`src/rtl/serial_frame_pkg.sv`:
```
// Shared types and constants for the serial frame receiver.
// Frame format: start bit, LSB-first data, parity bit, stop bit.
package serial_frame_pkg;

  typedef enum logic [1:0] {
    IDLE   = 2'd0,
    DATA   = 2'd1,
    PARITY = 2'd2,
    STOP   = 2'd3
  } state_e;

  localparam logic START_BIT = 1'b1;
  localparam logic STOP_BIT  = 1'b0;

  // High when the data parity plus the received parity bit disagree with the selected sense.
  function automatic logic parity_mismatch(input logic acc, input logic par_bit, input logic odd);
    return acc ^ par_bit ^ odd;
  endfunction

endpackage

```
`src/rtl/serial_frame_rx.sv`:
```
// Receives start/data/parity/stop frames from a gated serial stream and
// presents each good word on a registered parallel output with status pulses.
module serial_frame_rx
  import serial_frame_pkg::*;
#(
  parameter int DATA_W     = 8,
  parameter bit PARITY_ODD = 1'b0
) (
  input  logic              clk,
  input  logic              clr,
  input  logic              serialIn,
  input  logic              bitEnable,
  output logic [DATA_W-1:0] dataOut,
  output logic              dataValid,
  output logic              parityError,
  output logic              frameError,
  output logic              busy
);

  localparam int CNT_W = $clog2(DATA_W);
  localparam logic [CNT_W-1:0] CNT_LAST = CNT_W'(DATA_W - 1);
  localparam logic [CNT_W-1:0] CNT_ONE  = CNT_W'(1);

  state_e              state_q, state_d;
  logic [CNT_W-1:0]    cnt_q, cnt_d;
  logic [DATA_W-1:0]   shift_q, shift_d;
  logic                par_q, par_d;
  logic                mism_q, mism_d;
  logic [DATA_W-1:0]   data_q, data_d;
  logic                valid_q, valid_d;
  logic                perr_q, perr_d;
  logic                ferr_q, ferr_d;
  logic                busy_q, busy_d;

  // Next-state and datapath; nothing advances on a stalled edge, pulses default low.
  always_comb begin
    state_d = state_q;
    cnt_d   = cnt_q;
    shift_d = shift_q;
    par_d   = par_q;
    mism_d  = mism_q;
    data_d  = data_q;
    valid_d = 1'b0;
    perr_d  = 1'b0;
    ferr_d  = 1'b0;
    if (bitEnable) begin
      case (state_q)
        IDLE: begin
          if (serialIn == START_BIT) begin
            state_d = DATA;
            cnt_d   = '0;
            par_d   = 1'b0;
            mism_d  = 1'b0;
          end else begin
            state_d = IDLE;
          end
        end
        DATA: begin
          shift_d[cnt_q] = serialIn;
          par_d          = par_q ^ serialIn;
          if (cnt_q == CNT_LAST) begin
            state_d = PARITY;
          end else begin
            cnt_d = cnt_q + CNT_ONE;
          end
        end
        PARITY: begin
          mism_d  = parity_mismatch(par_q, serialIn, PARITY_ODD);
          state_d = STOP;
        end
        STOP: begin
          if (serialIn == STOP_BIT) begin
            data_d  = shift_q;
            valid_d = 1'b1;
            perr_d  = mism_q;
          end else begin
            ferr_d = 1'b1;
          end
          state_d = IDLE;
        end
        default: begin
          state_d = IDLE;
        end
      endcase
    end else begin
      state_d = state_q;
    end
    busy_d = (state_d != IDLE);
  end

  // State and output registers with synchronous clear.
  always_ff @(posedge clk) begin
    if (clr) begin
      state_q <= IDLE;
      cnt_q   <= '0;
      shift_q <= '0;
      par_q   <= 1'b0;
      mism_q  <= 1'b0;
      data_q  <= '0;
      valid_q <= 1'b0;
      perr_q  <= 1'b0;
      ferr_q  <= 1'b0;
      busy_q  <= 1'b0;
    end else begin
      state_q <= state_d;
      cnt_q   <= cnt_d;
      shift_q <= shift_d;
      par_q   <= par_d;
      mism_q  <= mism_d;
      data_q  <= data_d;
      valid_q <= valid_d;
      perr_q  <= perr_d;
      ferr_q  <= ferr_d;
      busy_q  <= busy_d;
    end
  end

  assign dataOut     = data_q;
  assign dataValid   = valid_q;
  assign parityError = perr_q;
  assign frameError  = ferr_q;
  assign busy        = busy_q;

endmodule

```
`config.mk`:
```
export PLATFORM = sky130hd
export DESIGN_NAME = serial_frame_rx
export DESIGN_NICKNAME = d
export VERILOG_FILES = /design/src/rtl/serial_frame_pkg.sv /design/src/rtl/serial_frame_rx.sv
export SDC_FILE = /design/constraint.sdc
export NUM_CORES = 1
export LEC_CHECK = 0
export ABC_AREA = 1
export CAP_MARGIN = 0
export CELL_PAD_IN_SITES_DETAIL_PLACEMENT = 1
export CELL_PAD_IN_SITES_GLOBAL_PLACEMENT = 2
export CORE_AREA = 2 2 64 66
export CTS_CLUSTER_DIAMETER = 50
export DETAILED_ROUTE_END_ITERATION = 7
export DIE_AREA = 0 0 66 68
export PLACE_DENSITY = 0.76
export SYNTH_ARGS = -nofsm -noshare
export SYNTH_HDL_FRONTEND = slang
export SYNTH_SLANG_ARGS = --single-unit
```
`constraint.sdc`:
```
create_clock -name clk -period 3.15 [get_ports clk]
set_input_delay 0.945 -clock clk [delete_from_list [all_inputs] [get_ports clk]]
set_output_delay 0.945 -clock clk [all_outputs]
set_load 0.005 [all_outputs]
```
==> impl_metrics.py <==
metrics = {
    "yosys": {
        "seq_area_frac_synth_pct": 46.4,
        "synthMostInstantiatedCell": "nor2_1",
        "yosys.cell_types.count": 17,
        "synth_area_leaders": "dfxtp_1 (46%), nor2_1 (15%), nand2_1 (10%), nand3_1 (6.0%), o21ai_0 (5.6%)",
        "synth-edff-count": 0,
        "synthArstFlopShare_pct": 0,
        "synth_common_cells": "nor2_1 (45), nand2_1 (31), dfxtp_1 (27)",
        "syn_area_um2": 1160,
        "synth.top_cell.area_share_pct": 46.4,
        "syn-num-nets": 168,
        "synth_cells": 162,
        "synth_warnings": 0,
        "synth_top_area_cell": "dfxtp_1",
        "synth-main-ff-cell": "dfxtp_1",
        "avgSynthCellArea_um2": 7.19,
        "ys_ff_latch": 27,
    },
    "pwr": {
        "powerDensity_nw_per_um2": 426,
        "p_leak_uw": 0.000556,
        "p_total_uw": 597,
        "max-vdd-ir-drop_uv": 169,
    },
    "layout": {
        "final-seq-area_um2": 541,
        "area_growth_pct": 20.4,
        "drive_gt1_share_pct": 5.06,
        "n_antenna_cell": 0,
        "fill_cells": 514,
        "multi_input_area_um2": 554,
        "instances_no_fill": 228,
        "final_cell_area_um2": 1400,
        "finalNetCount": 185,
    },
    "sta": {
        "final_hold_viol_count": 0,
        "period_needed_ns": 2.28,
        "max_slew_margin_pct": 65.3,
        "max_clock_freq_mhz": 438,
        "slew_viol_final": 0,
        "fin_crit_sh_pct": 72.4,
        "fin_ws_ns": 0.869,
        "skew_ns": 0.00372,
        "setup_viol": 0,
        "tightestPinTransition_ns": 0.518,
        "totalNegativeSetupSlack_ns": 0,
        "rsz0062_at_grt": "no",
    },
    "critical_path": {
        "critical_path_arrival_ns": 2.43,
        "path_max_fanout": 19,
        "cp-start-kind": "input port",
        "endpoint_kind": "register",
        "worstPathRequired_ns": 3.30,
        "ff2ff_path_depth": 6,
        "worstReg2RegStart": "cnt_q[0]$_SDFFE_PP0P_",
        "crit_type": "input port to register",
        "cp-startpoint": "clr",
        "worstReg2RegEnd": "busy$_SDFF_PP0_",
        "rrSetupSlack_ns": 1.74,
    },
    "clock_tree": {
        "root_buffer": "clkbuf_8",
        "h-tree-depth": 1,
        "cts_setup_buffers": 0,
        "cts_hold_buf": 0,
        "clkSinkCount": 27,
        "clock_latency_ns": 0.27,
        "cts_made_buffers": 3,
        "clkSlewWorstSetupHoldPaths_ns": 0.09,
        "cts_max_path_buffers": 2,
        "cts_tree": "yes",
        "cts_resized": 0,
    },
    "grt": {
        "antenna_found_initial": 0,
        "grtUsageTotal_pct": 14.0,
        "grt_pass1_vias": 1113,
        "gr-total-overflow": 0,
        "grt_max_degree": 20,
        "grt_first_pass_wirelength_mm": 4.83,
    },
    "drt": {
        "drc": 0,
        "firstDrtPassIters": 4,
        "vias_per_cell": 4.55,
        "antenna_left": 0,
        "dr_total_vias": 1037,
        "avgRoutedWirePerCell_um": 11.9,
        "dr.first_iter.drc_count": 43,
        "drt-total-wl_mm": 2.72,
    },
    "floorplanning": {
        "die_h_um": 68,
        "rows": 23,
        "start_util_pct": 30.2,
        "pin_count": 16,
        "dieArea_um2": 4490,
        "fp.dieW_um": 66,
        "core_um2": 3860,
    },
    "placement": {
        "place_area_um2": 1360,
        "portBuffers": 15,
        "place.gp.congestion": 0.779,
        "dp_hpwl_mm": 2.03,
        "dp_slack_ns": 0.558,
        "dp_cells": 224,
    },
    "min_path": {
        "hp-class": "register to register",
        "min_delay_path_depth": 2,
        "worstHoldStart": "mism_q$_SDFFE_PP0P_",
        "holdPathEnd": "parityError$_SDFF_PP0_",
    },
    "job": {
        "cap_violations": 0,
    },
    "status": {
        "status": "finished, final reports clean",
    },
}
## area by class of cell
cell class	count	share of cell area, %
clock buffers	4	3.21
well taps	50	4.46
inverters	12	3.57
multi-input cells	120	39.5
flip-flops and latches	27	38.5
repair buffers	15	10.7
## how the worst max path moves through the flow
| stage | endpoint | depth (start not counted) | slack, ns |
|---|---|---|---|
| final | busy$_SDFF_PP0_ | 4 | 0.87 |
| after global routing | busy$_SDFF_PP0_ | 4 | 0.67 |
| after detailed placement | busy$_SDFF_PP0_ | 4 | 0.56 |
| after CTS | busy$_SDFF_PP0_ | 4 | 0.83 |
| after global placement | busy$_SDFF_PP0_ | 4 | 0.64 |
| after floorplan | mism_q$_SDFFE_PP0P_ | 6 | 1.56 |
## routing by layer
| layer | share of wire, % | vias up | track usage (%) |
|---|---|---|---|
| li1 | - | 548 | - |
| met1 | 44 | 469 | 15.3 |
| met2 | 52 | 16 | 27.5 |
| met3 | 2.8 | 4 | 1.97 |
| met4 | 1.5 | 0 | 4.85 |
| met5 | 0 | - | 0 |
## placed cells by master, fill, tap and decap left out
master,count
nor2_8,1
nor2_4,1
clkdlybuf4s50_1,15
ha_1,2
clkinv_1,1
o21ai_0,13
inv_2,1
clkbuf_8,3
nand2_1,31
nor2_1,45
inv_1,9
nand2_4,2
clkinv_4,1
a21oi_1,11
clkbuf_1,1
nand3_1,14
dfxtp_1,27
## sequential cells by signal, indices dropped and copies added (netlist names)
signal	count
mism_q	1
par_q	1
busy	1
parityError	1
dataValid	1
shift_q	8
dataOut	8
state_q	2
cnt_q	3
frameError	1
## critical path, stage by stage
cell             delay (ns)
clkdlybuf4s50_1        0.59
clkinv_1               0.48
o21ai_0                0.27
o21ai_0                0.13
## through the flow
step           utilization [%]  hold WS, ns
6_report                  36.4        0.462
2_1_floorplan                -        0.420
4_1_cts                   36.4        0.467
3_5_place_dp              35.2        0.452
5_1_grt                   36.4        0.488
3_3_place_gp              35.2        0.446
## kinds of logic (layout without fill, tap and decap cells)
family / after synthesis / in the layout / synth area share [%]
and+or+nand+nor: 94 / 94 / 35.1
DFF: 27 / 27 / 46.4
AOI/OAI and AO/OA: 24 / 24 / 10.3
buffers and inverters: 15 / 31 / 6.01
adders and majority gates: 2 / 2 / 2.15
## power breakdown
part	total (µW)	internal, µW	switching, µW
sequential	352	346	5.80
combinational	49.8	17.0	32.8
clock	195	90.5	105
Power figures use the tool's default switching activity.
